## config.mk

```make
export PLATFORM = sky130hd
export DESIGN_NAME = mips_mc_control_p_flat
export DESIGN_NICKNAME = d
export VERILOG_FILES = /design/src/rtl/mips_ctrl_pkg.sv /design/src/rtl/mips_mc_control_p_if.sv /design/src/rtl/mips_ctrl_waitcnt.sv /design/src/rtl/mips_mc_control_p.sv /design/src/flat_wrapper.sv
export SDC_FILE = /design/constraint.sdc
export NUM_CORES = 1
export LEC_CHECK = 0
export ABC_CLOCK_PERIOD_IN_PS = 2300
export CAP_MARGIN = 30
export CELL_PAD_IN_SITES_DETAIL_PLACEMENT = 0
export CELL_PAD_IN_SITES_GLOBAL_PLACEMENT = 2
export CORE_MARGIN = 2
export CORE_UTILIZATION = 23
export DETAILED_ROUTE_END_ITERATION = 8
export GPL_ROUTABILITY_DRIVEN = 0
export PLACE_DENSITY_LB_ADDON = 0.1
export SYNTH_ARGS = -nofsm -noshare
export SYNTH_HDL_FRONTEND = slang
export SYNTH_SLANG_ARGS = --single-unit
export TNS_END_PERCENT = 10
```

## constraint.sdc

```tcl
create_clock -name Clk -period 2.3 [get_ports Clk]
set_clock_uncertainty 0.05 [all_clocks]
set_input_delay 0.46 -clock Clk [delete_from_list [all_inputs] [get_ports Clk]]
set_output_delay 0.46 -clock Clk [all_outputs]
set_load 0.03 [all_outputs]
```

## src/rtl/mips_ctrl_pkg.sv

```systemverilog
// Shared types and encodings for the multicycle MIPS control unit.
package mips_ctrl_pkg;

   typedef enum logic [3:0] {
      S_FETCH      = 4'd0,
      S_FETCH_WAIT = 4'd1,
      S_IR_LATCH   = 4'd2,
      S_DECODE     = 4'd3,
      S_R_EXEC     = 4'd4,
      S_R_WB       = 4'd5,
      S_BRANCH     = 4'd6,
      S_MEM_ADDR   = 4'd7,
      S_LW_WAIT    = 4'd8,
      S_SW_WAIT    = 4'd9,
      S_LW_WB      = 4'd10,
      S_LUI_WB     = 4'd11,
      S_JUMP       = 4'd12,
      S_HALT       = 4'd13,
      S_ILLEGAL    = 4'd14
   } state_t;

   // Opcodes (instruction bits 31:26)
   localparam logic [5:0] OP_RTYPE = 6'h00;
   localparam logic [5:0] OP_J     = 6'h02;
   localparam logic [5:0] OP_BEQ   = 6'h04;
   localparam logic [5:0] OP_BNE   = 6'h05;
   localparam logic [5:0] OP_LUI   = 6'h0F;
   localparam logic [5:0] OP_LW    = 6'h23;
   localparam logic [5:0] OP_SW    = 6'h2B;

   // R-type funct codes (instruction bits 5:0)
   localparam logic [5:0] FN_NOP   = 6'h00;
   localparam logic [5:0] FN_BREAK = 6'h0D;
   localparam logic [5:0] FN_ADD   = 6'h20;
   localparam logic [5:0] FN_SUB   = 6'h22;
   localparam logic [5:0] FN_AND   = 6'h24;
   localparam logic [5:0] FN_XOR   = 6'h26;

   // Datapath select encodings
   localparam logic [1:0] ALUOP_ADD   = 2'b00;
   localparam logic [1:0] ALUOP_SUB   = 2'b01;
   localparam logic [1:0] ALUOP_FUNCT = 2'b10;

   localparam logic [1:0] SRCB_B      = 2'b00;
   localparam logic [1:0] SRCB_FOUR   = 2'b01;
   localparam logic [1:0] SRCB_IMM    = 2'b10;
   localparam logic [1:0] SRCB_IMM_SH = 2'b11;

   localparam logic [1:0] PCSRC_ALU    = 2'b00;
   localparam logic [1:0] PCSRC_ALUOUT = 2'b01;
   localparam logic [1:0] PCSRC_JUMP   = 2'b10;

   localparam logic [1:0] M2R_ALUOUT = 2'b00;
   localparam logic [1:0] M2R_MDR    = 2'b01;
   localparam logic [1:0] M2R_LUI    = 2'b10;

endpackage

```

## src/rtl/mips_mc_control_p_if.sv

```systemverilog
// Control <-> datapath bundle: instruction fields and ALU flag in, all controls out.
interface mips_mc_control_p_if #(
   parameter int STATE_W = 8
);
   logic [5:0]         Op;
   logic [5:0]         Funct;
   logic               ALU_ZERO;
   logic               PC_load;
   logic               PCWrite;
   logic               PCWriteCond;
   logic               BranchNe;
   logic               IorD;
   logic               wr;
   logic [1:0]         MemtoReg;
   logic               IR_load;
   logic               MDR_load;
   logic               A_load;
   logic               B_load;
   logic               ALUOut_load;
   logic [1:0]         PCSource;
   logic [1:0]         ALUOp;
   logic               ALUSrcA;
   logic [1:0]         ALUSrcB;
   logic               RegWrite;
   logic               RegDst;
   logic               Halt;
   logic               Illegal;
   logic [STATE_W-1:0] StateOut;

   // Controller side
   modport master (
      input  Op, Funct, ALU_ZERO,
      output PC_load, PCWrite, PCWriteCond, BranchNe, IorD, wr, MemtoReg,
             IR_load, MDR_load, A_load, B_load, ALUOut_load, PCSource, ALUOp,
             ALUSrcA, ALUSrcB, RegWrite, RegDst, Halt, Illegal, StateOut
   );

   // Datapath side
   modport slave (
      output Op, Funct, ALU_ZERO,
      input  PC_load, PCWrite, PCWriteCond, BranchNe, IorD, wr, MemtoReg,
             IR_load, MDR_load, A_load, B_load, ALUOut_load, PCSource, ALUOp,
             ALUSrcA, ALUSrcB, RegWrite, RegDst, Halt, Illegal, StateOut
   );
endinterface

```

## src/rtl/mips_ctrl_waitcnt.sv

```systemverilog
// Memory wait-state counter. done marks the last FETCH_WAIT cycle (MEM_WAIT
// cycles after the fetch issue); done_mem marks the last cycle of a data
// access, whose issue cycle is the first wait cycle itself (MEM_WAIT+1 total).
module mips_ctrl_waitcnt #(
   parameter int MEM_WAIT = 2
) (
   input  logic clk,
   input  logic rst_n,
   input  logic clr,
   input  logic en,
   output logic done,
   output logic done_mem
);
   localparam logic [3:0] LAST_FETCH = (MEM_WAIT == 0) ? 4'd0 : 4'(MEM_WAIT - 1);
   localparam logic [3:0] LAST_MEM   = 4'(MEM_WAIT);

   logic [3:0] cnt_q, cnt_d;

   // Clear on any state change, count while sitting in a wait state
   always_comb begin
      cnt_d = cnt_q;
      if (clr) begin
         cnt_d = 4'd0;
      end else if (en) begin
         cnt_d = cnt_q + 4'd1;
      end
   end

   // Counter register
   always_ff @(posedge clk or negedge rst_n) begin
      if (!rst_n) begin
         cnt_q <= 4'd0;
      end else begin
         cnt_q <= cnt_d;
      end
   end

   assign done     = (cnt_q == LAST_FETCH);
   assign done_mem = (cnt_q == LAST_MEM);
endmodule

```

## src/rtl/mips_mc_control_p.sv

```systemverilog
// Multicycle MIPS control FSM with configurable memory wait states,
// BNE, illegal-opcode trap and BREAK halt. Enables are forced low in reset.
module mips_mc_control_p
   import mips_ctrl_pkg::*;
#(
   parameter int MEM_WAIT = 2,
   parameter int STATE_W  = 8
) (
   input  logic                Clk,
   input  logic                Reset,
   mips_mc_control_p_if.master bus
);
   state_t state_q, state_d;
   logic   wait_done, mem_done, cnt_clr, cnt_en;

   logic       pc_write, pc_write_cond, branch_ne, iord, mem_wr;
   logic       ir_load, mdr_load, a_load, b_load, aluout_load;
   logic       alu_src_a, reg_write, reg_dst, halt, illegal;
   logic [1:0] mem_to_reg, pc_source, alu_op, alu_src_b;

   assign cnt_clr = (state_d != state_q);
   assign cnt_en  = (state_q == S_FETCH_WAIT) || (state_q == S_LW_WAIT) ||
                    (state_q == S_SW_WAIT);

   mips_ctrl_waitcnt #(.MEM_WAIT(MEM_WAIT)) u_waitcnt (
      .clk      (Clk),
      .rst_n    (Reset),
      .clr      (cnt_clr),
      .en       (cnt_en),
      .done     (wait_done),
      .done_mem (mem_done)
   );

   // State register
   always_ff @(posedge Clk or negedge Reset) begin
      if (!Reset) begin
         state_q <= S_FETCH;
      end else begin
         state_q <= state_d;
      end
   end

   // Next-state logic; Op/Funct are only consulted where the IR is valid
   always_comb begin
      state_d = state_q;
      case (state_q)
         S_FETCH:      state_d = (MEM_WAIT == 0) ? S_IR_LATCH : S_FETCH_WAIT;
         S_FETCH_WAIT: if (wait_done) state_d = S_IR_LATCH;
         S_IR_LATCH:   state_d = S_DECODE;
         S_DECODE: begin
            case (bus.Op)
               OP_RTYPE: begin
                  case (bus.Funct)
                     FN_ADD, FN_SUB, FN_AND, FN_XOR: state_d = S_R_EXEC;
                     FN_NOP:                         state_d = S_FETCH;
                     FN_BREAK:                       state_d = S_HALT;
                     default:                        state_d = S_ILLEGAL;
                  endcase
               end
               OP_BEQ, OP_BNE: state_d = S_BRANCH;
               OP_LW, OP_SW:   state_d = S_MEM_ADDR;
               OP_LUI:         state_d = S_LUI_WB;
               OP_J:           state_d = S_JUMP;
               default:        state_d = S_ILLEGAL;
            endcase
         end
         S_R_EXEC:   state_d = S_R_WB;
         S_MEM_ADDR: state_d = (bus.Op == OP_SW) ? S_SW_WAIT : S_LW_WAIT;
         S_LW_WAIT:  if (mem_done) state_d = S_LW_WB;
         S_SW_WAIT:  if (mem_done) state_d = S_FETCH;
         S_R_WB, S_BRANCH, S_LW_WB, S_LUI_WB, S_JUMP: state_d = S_FETCH;
         S_HALT:     state_d = S_HALT;
         S_ILLEGAL:  state_d = S_ILLEGAL;
         default:    state_d = S_FETCH;
      endcase
   end

   // Control decode: everything defaults low, each state raises only what it needs
   always_comb begin
      pc_write      = 1'b0;
      pc_write_cond = 1'b0;
      branch_ne     = 1'b0;
      iord          = 1'b0;
      mem_wr        = 1'b0;
      mem_to_reg    = M2R_ALUOUT;
      ir_load       = 1'b0;
      mdr_load      = 1'b0;
      a_load        = 1'b0;
      b_load        = 1'b0;
      aluout_load   = 1'b0;
      pc_source     = PCSRC_ALU;
      alu_op        = ALUOP_ADD;
      alu_src_a     = 1'b0;
      alu_src_b     = SRCB_B;
      reg_write     = 1'b0;
      reg_dst       = 1'b0;
      halt          = 1'b0;
      illegal       = 1'b0;
      case (state_q)
         S_FETCH: begin
            pc_write  = 1'b1;
            alu_src_b = SRCB_FOUR;
         end
         S_IR_LATCH: begin
            ir_load  = 1'b1;
            mdr_load = 1'b1;
         end
         S_DECODE: begin
            a_load      = 1'b1;
            b_load      = 1'b1;
            alu_src_b   = SRCB_IMM_SH;
            aluout_load = 1'b1;
         end
         S_R_EXEC: begin
            alu_src_a   = 1'b1;
            alu_op      = ALUOP_FUNCT;
            aluout_load = 1'b1;
         end
         S_R_WB: begin
            reg_write = 1'b1;
            reg_dst   = 1'b1;
         end
         S_BRANCH: begin
            alu_src_a     = 1'b1;
            alu_op        = ALUOP_SUB;
            pc_write_cond = 1'b1;
            pc_source     = PCSRC_ALUOUT;
            branch_ne     = (bus.Op == OP_BNE);
         end
         S_MEM_ADDR: begin
            alu_src_a   = 1'b1;
            alu_src_b   = SRCB_IMM;
            aluout_load = 1'b1;
         end
         // Read data is only valid once the access completes
         S_LW_WAIT: begin
            iord     = 1'b1;
            mdr_load = mem_done;
         end
         S_SW_WAIT: begin
            iord   = 1'b1;
            mem_wr = 1'b1;
         end
         S_LW_WB: begin
            reg_write  = 1'b1;
            mem_to_reg = M2R_MDR;
         end
         S_LUI_WB: begin
            reg_write  = 1'b1;
            mem_to_reg = M2R_LUI;
         end
         S_JUMP: begin
            pc_write  = 1'b1;
            pc_source = PCSRC_JUMP;
         end
         S_HALT:    halt    = 1'b1;
         S_ILLEGAL: illegal = 1'b1;
         default: ;
      endcase
   end

   assign bus.PC_load     = Reset & (pc_write | (pc_write_cond & (bus.ALU_ZERO ^ branch_ne)));
   assign bus.PCWrite     = Reset & pc_write;
   assign bus.PCWriteCond = Reset & pc_write_cond;
   assign bus.wr          = Reset & mem_wr;
   assign bus.IR_load     = Reset & ir_load;
   assign bus.MDR_load    = Reset & mdr_load;
   assign bus.A_load      = Reset & a_load;
   assign bus.B_load      = Reset & b_load;
   assign bus.ALUOut_load = Reset & aluout_load;
   assign bus.RegWrite    = Reset & reg_write;
   assign bus.BranchNe    = branch_ne;
   assign bus.IorD        = iord;
   assign bus.MemtoReg    = mem_to_reg;
   assign bus.PCSource    = pc_source;
   assign bus.ALUOp       = alu_op;
   assign bus.ALUSrcA     = alu_src_a;
   assign bus.ALUSrcB     = alu_src_b;
   assign bus.RegDst      = reg_dst;
   assign bus.Halt        = halt;
   assign bus.Illegal     = illegal;
   assign bus.StateOut    = STATE_W'(state_q);
endmodule

```

## src/flat_wrapper.sv

```systemverilog
// flat-port wrapper written by rule: the top's interface ports become plain ports
module mips_mc_control_p_flat import mips_ctrl_pkg::*;
#(
   parameter int MEM_WAIT = 2,
   parameter int STATE_W  = 8
)
  (Clk, Reset, bus_Op, bus_Funct, bus_ALU_ZERO, bus_PC_load, bus_PCWrite, bus_PCWriteCond, bus_BranchNe, bus_IorD, bus_wr, bus_MemtoReg, bus_IR_load, bus_MDR_load, bus_A_load, bus_B_load, bus_ALUOut_load, bus_PCSource, bus_ALUOp, bus_ALUSrcA, bus_ALUSrcB, bus_RegWrite, bus_RegDst, bus_Halt, bus_Illegal, bus_StateOut);
  mips_mc_control_p_if #(.STATE_W(STATE_W)) bus_i ();
  input  logic Clk;
  input  logic Reset;
  input wire logic [$bits(bus_i.Op)-1:0] bus_Op;
  input wire logic [$bits(bus_i.Funct)-1:0] bus_Funct;
  input wire logic [$bits(bus_i.ALU_ZERO)-1:0] bus_ALU_ZERO;
  output wire logic [$bits(bus_i.PC_load)-1:0] bus_PC_load;
  output wire logic [$bits(bus_i.PCWrite)-1:0] bus_PCWrite;
  output wire logic [$bits(bus_i.PCWriteCond)-1:0] bus_PCWriteCond;
  output wire logic [$bits(bus_i.BranchNe)-1:0] bus_BranchNe;
  output wire logic [$bits(bus_i.IorD)-1:0] bus_IorD;
  output wire logic [$bits(bus_i.wr)-1:0] bus_wr;
  output wire logic [$bits(bus_i.MemtoReg)-1:0] bus_MemtoReg;
  output wire logic [$bits(bus_i.IR_load)-1:0] bus_IR_load;
  output wire logic [$bits(bus_i.MDR_load)-1:0] bus_MDR_load;
  output wire logic [$bits(bus_i.A_load)-1:0] bus_A_load;
  output wire logic [$bits(bus_i.B_load)-1:0] bus_B_load;
  output wire logic [$bits(bus_i.ALUOut_load)-1:0] bus_ALUOut_load;
  output wire logic [$bits(bus_i.PCSource)-1:0] bus_PCSource;
  output wire logic [$bits(bus_i.ALUOp)-1:0] bus_ALUOp;
  output wire logic [$bits(bus_i.ALUSrcA)-1:0] bus_ALUSrcA;
  output wire logic [$bits(bus_i.ALUSrcB)-1:0] bus_ALUSrcB;
  output wire logic [$bits(bus_i.RegWrite)-1:0] bus_RegWrite;
  output wire logic [$bits(bus_i.RegDst)-1:0] bus_RegDst;
  output wire logic [$bits(bus_i.Halt)-1:0] bus_Halt;
  output wire logic [$bits(bus_i.Illegal)-1:0] bus_Illegal;
  output wire logic [$bits(bus_i.StateOut)-1:0] bus_StateOut;
  assign bus_i.Op = bus_Op;
  assign bus_i.Funct = bus_Funct;
  assign bus_i.ALU_ZERO = bus_ALU_ZERO;
  assign bus_PC_load = bus_i.PC_load;
  assign bus_PCWrite = bus_i.PCWrite;
  assign bus_PCWriteCond = bus_i.PCWriteCond;
  assign bus_BranchNe = bus_i.BranchNe;
  assign bus_IorD = bus_i.IorD;
  assign bus_wr = bus_i.wr;
  assign bus_MemtoReg = bus_i.MemtoReg;
  assign bus_IR_load = bus_i.IR_load;
  assign bus_MDR_load = bus_i.MDR_load;
  assign bus_A_load = bus_i.A_load;
  assign bus_B_load = bus_i.B_load;
  assign bus_ALUOut_load = bus_i.ALUOut_load;
  assign bus_PCSource = bus_i.PCSource;
  assign bus_ALUOp = bus_i.ALUOp;
  assign bus_ALUSrcA = bus_i.ALUSrcA;
  assign bus_ALUSrcB = bus_i.ALUSrcB;
  assign bus_RegWrite = bus_i.RegWrite;
  assign bus_RegDst = bus_i.RegDst;
  assign bus_Halt = bus_i.Halt;
  assign bus_Illegal = bus_i.Illegal;
  assign bus_StateOut = bus_i.StateOut;
  mips_mc_control_p #(.MEM_WAIT(MEM_WAIT), .STATE_W(STATE_W)) u_core (.Clk(Clk), .Reset(Reset), .bus(bus_i));
endmodule
```

; ---- Word-level counts from Yosys, hierarchy flattened
; Index checks and enable logic that the tools add are counted.
[totals]
word_cells = 84
input_bits = 15
regBits = 8
out_inout_bits = 32
[classes]
n_bitwise = 12
mux = 27
reduce_logical = 14
add_sub_neg = 1
eq_ne = 28
[op_table]
columns = cell, count
row1 = $pmux 4 s10, 1
row2 = $eq 6x6->1 const B, 6
row3 = $eq 4x4->1 const B, 7
row4 = $mux 4, 5
row5 = $pmux 4 s5, 1
row6 = $eq 4x3->1 const B, 4
row7 = $mux 1, 14
row8 = $eq 4x2->1 const B, 3
row9 = $eq 6x3->1 const B, 2
row10 = $eq 6x4->1 const B, 2
row11 = $logic_not 6->1, 2
row12 = $pmux 2 s2, 3
row13 = $pmux 4 s3, 1
row14 = $and 1x1->1, 10
row15 = $reduce_or 3->1, 3
row16 = $eq 4x1->1 const B, 2
row17 = $reduce_or 2->1, 4
row18 = $eq 6x2->1 const B, 1
row19 = $pmux 2 s3, 1
row20 = $add 4x1->4 const B, 1
row21 = $logic_not 4->1, 1
row22 = $ne 4x4->1, 1
row23 = $reduce_or 4->1, 1
row24 = $logic_or 1x1->1, 2
row25 = 4 further kinds, 4

; ---- Depth between registers and ports, before layout
[depth]
word_depth = 7
depth_mapped = 8
mapped_depth_nobuf = 8

; ---- Modules after synthesis
; From an unflattened synthesis, not the netlist that was laid out.
[hier_totals]
hier_cells = 144
hier_area_um2 = 1064.8
[modules_own_cells]
columns = mod, area_per_inst_um2, seq_area_each_um2, cells_each, n_inst
row1 = mips_mc_control_p, 827.0, 100.1, 122, 1
row2 = mips_ctrl_waitcnt, 237.7, 100.1, 22, 1

; ---- Worst setup path before layout
; Ideal clock, no wire load.
[synth_path]
path_kind = register to output
start = reg u_core.u_waitcnt.cnt_q[0]
end = out bus_MDR_load
setup_slack_ns = -0.433
stages_incl_launch_ff = 7
arrival_time_ns = 2.223
path_cell_list = dfrtp_1 inv_1 ha_1 or3b_4 nor2_1 mux2i_1 nor4b_1
[synth_between]
elab_chain_cells = 3
[synth_lines]
columns = item, line
row1 = from (decl), mips_ctrl_waitcnt.sv:17  ; logic [3:0] cnt_q, cnt_d;
row2 = from (signal assigned), mips_ctrl_waitcnt.sv:34  ; cnt_q <= cnt_d;
row3 = $eq 4x2->1, mips_ctrl_waitcnt.sv:39  ; assign done_mem = (cnt_q == LAST_MEM);
row4 = $pmux 1 s2, mips_mc_control_p.sv:99  ; case (state_q)
row5 = $and 1x1->1, mips_mc_control_p.sv:167  ; assign bus.MDR_load = Reset & mdr_load;
row6 = to (decl), flat_wrapper.sv:22  ; output wire logic [$bits(bus_i.MDR_load)-1:0] bus_MDR_load;
; No other way between the ends.

; ---- Final worst setup path
; Ends and elaborated chain as after synthesis.

==> summary.md <==
| Metric | Value |
|---|---|
| Status | finished with violations |
| Failing checks | negative setup slack |
| Vias post-DR | 1166 |
| Antenna viol nets, final | 0 |
| Yosys top cell by area | dfrtp_1 |
| Mapped Avg Cell Area | 7.94 sq um |
| Register area | 203 sq um |
| Die span in y | 72.5 um |
| GR Util All Layers | 13.5% |
| Initial antenna violation count | 0 |
| Chip width | 72.5 um |
| Asr flop ratio synth | 100% |
| Adder-cell share of the synthesized area | 3.48% |
| P_leak | 0.733 nW |
| Max-slew violation count | 0 |
| Drt pass-1 iters | 4 |
| Setup TNS | -0.0449 ns |
| Ant. Diodes | 0 |
| Later-pin clock latency in the skew report | 0.23 ns |
| Simple-gate portion of the synthesized area | 40.2% |
| RSZ-0062 raised after global routing | yes |
| Worst endpoint data arrival time | 1.83 ns |
| Setup bufs post-CTS | 0 |
| Fillers | 497 |
| Grt total ovfl | 0 |
| Seq/Total Area, Yosys | 18.5% |
| Share of cells above drive strength 1 | 37.0% |
| PD cells | 1050 nW/um^2 |
| Final worst-path cycle share | 102% |
| Clock transition at the registers of the reported paths | 0.04 ns |
| Port bufs | 42 |
| Commonest cells after routing, fill and taps aside | 39 x buf_4, 20 x nor2_1, 18 x clkdlybuf4s50_1 |
| DR WL/cell | 14.4 um |
| XOR/XNOR share of the synthesized area | 2.43% |
| DR vias/cell | 4.84 |
| Peak supply drop | 0.500 mV |
| # rows | 24 |
| Pin count of the biggest net entering global routing | 15 |
| Worst hold-check path type | reg2reg |
| First-pass GRT wire length | 5580 um |
| Setup ws final | -0.0449 ns |
| Commonest non-fill, non-tap cell in the layout | buf_4 |
| Layout Area Growth over Synthesis | 52.5% |
| Nets | 209 |
| Core Area | 4440 sq um |
| Worst Setup End Kind | output port |
| Die area | 5260 sq um |
| Mapped cell area | 1080 sq um |
| Ys Warns | 0 |
| Startpoint Class | flop |
| Yosys top cell area share | 18.5% |
| Total wire length | 3480 um |
| CTS max path bufs | 2 |
| CTS buffer count | 3 |
| Max frequency | 426 MHz |
| # hold bufs at CTS | 0 |
| Number of max-cap violations | 0 |
| Synth Instances | 136 |
| Compound-cell area share of the yosys netlist | 22.8% |
| Power, Total | 1.73 mW |
| Top-Level Pins | 47 |
| CTS tree | yes |
| Seq cells post-synth | 8 |
| CP max stage cell | or3b_4 |
| CTS root buffer | clkbuf_8 |
| Post-synthesis mux area share | 2.90% |
| Synth unique cells | 52 |
| Max incr delay on CP | 0.41 ns |
| CTS H-tree lvls | 1 |
| DRC Markers | 0 |
| Starting Density | 24.3% |
| Kind of critical path | reg2out |
| Final hold vios | 0 |
| Vias in the first global route | 1112 |
| Crit path max fanout | 3 |
| Final Critical Period | 2.34 ns |
| Largest family of logic cells by synthesized area | simple AND/OR/NAND/NOR gates |
| HPWL Detailed | 2790 um |
| CP required | 1.79 ns |
| Synth area leaders | dfrtp_1 19%, nor2_1 8.0%, buf_4 4.9%, ha_1 3.5%, nand2_1 3.5% |
| Post-synth EDFFs | 0 |
| CTS Sinks | 8 |
| Multi-input logic area | 808 sq um |
| Worst hold slack | 0.549 ns |
| Final setup viols | 1 |
| DR iter-0 viols | 39 |
| Critical Path, Cell by Cell | inv_1 > ha_2 > or3b_4 > nor2_1 > mux2i_1 > nor4b_2 > buf_4 |
| Post-synth top flop | dfrtp_1 |
[area by class of cell]
type | instances | share of cell area (%)
clock buffer | 3 | 2.51
inverter | 5 | 1.14
multi-input combinational | 113 | 49.1
sequential | 8 | 12.3
tap | 52 | 3.95
timing repair buffer | 60 | 31.0
[per-layer routing]
layer,wire length (um),global-route usage (%),vias up
met1,1650,18.3,537
met2,1620,21.7,32
met4,17,2.47,0
met5,0,0,-
met3,197,3.47,2
li1,-,-,595
[cells in the mapped netlist (2+ instances only)]
master and count:
nor2_1 23, nand2_1 10, dfrtp_1 8, buf_4 7, nor3_1 7, buf_2 5
inv_1 5, nand4_1 5, a21oi_1 4, nand2b_1 4, ha_1 3, nand3_1 3
nor2b_1 3, a2111oi_2 2, a211oi_1 2, a21o_1 2, a31oi_1 2, mux2i_1 2
nor3_2 2, nor4b_1 2, o21ai_0 2, o21ai_2 2, xnor2_1 2
[logic make-up (layout without fill, tap and decap cells)]
kind of cell               after synthesis  in the layout
buffers and inverters                   18             68
AOI/OAI and AO/OA                       28             28
adders and majority gates                3              3
and+or+nand+nor                         72             72
DFF                                      8              8
other                                    1              4
xor gates and xnor gates                 3              3
muxes                                    3              3
[stage by stage]
stage	instances	instance area (sq um)	util, %	worst slack (ns)
finish	241	1650	37.0	-0.0449
global route	241	1650	37.0	-0.153
CTS	241	1640	36.9	-0.0689
detailed placement	238	1590	35.8	-0.137
global placement	238	1590	35.8	-0.0829
floorplan	139	1100	-	-0.129
[power by group]
group	total, mW	internal [mW]	switching (mW)	leakage, nW
clock network	0.176	0.114	0.0621	0.0216
registers	0.274	0.185	0.0896	0.103
logic	1.28	0.508	0.773	0.608
[sequential cells by signal (all words and copies together), names as in the netlist]
signal and count:
u_core.u_waitcnt.cnt_q 4, u_core.state_q 4
[path summary, 6_finish.rpt]
path                            cells after the start                         to                      start  slack (ns)
worst max-delay path                                7               bus_MDR_load  u_core.u_waitcnt.cnt_q[0]       -0.04
worst min-delay path                                2  u_core.u_waitcnt.cnt_q[3]  u_core.u_waitcnt.cnt_q[3]        0.55
min in group asynchronous                           2          u_core.state_q[2]                      Reset        0.71
worst min register to register                      2  u_core.u_waitcnt.cnt_q[3]  u_core.u_waitcnt.cnt_q[3]        0.55
max in group asynchronous                           2          u_core.state_q[1]                      Reset        1.34
worst max register to register                      7  u_core.u_waitcnt.cnt_q[2]  u_core.u_waitcnt.cnt_q[0]        0.23
[worst max-delay path, delay by kind of cell (launching register included)]
kind                     cells  cell delay [ns]
multiplexers                 1             0.08
flip-flops                   1             0.36
buffers and inverters        2             0.25
AND/OR/NAND/NOR              3             0.71
adder cells (fa/ha/maj)      1             0.19
[what timing repair did]
item | CTS | global route
gates resized for setup | 3 | 5
endpoints found under the setup margin | 3 | 6
pin swaps | 0 | 1
No activity file was read; power rests on OpenSTA's default activity.
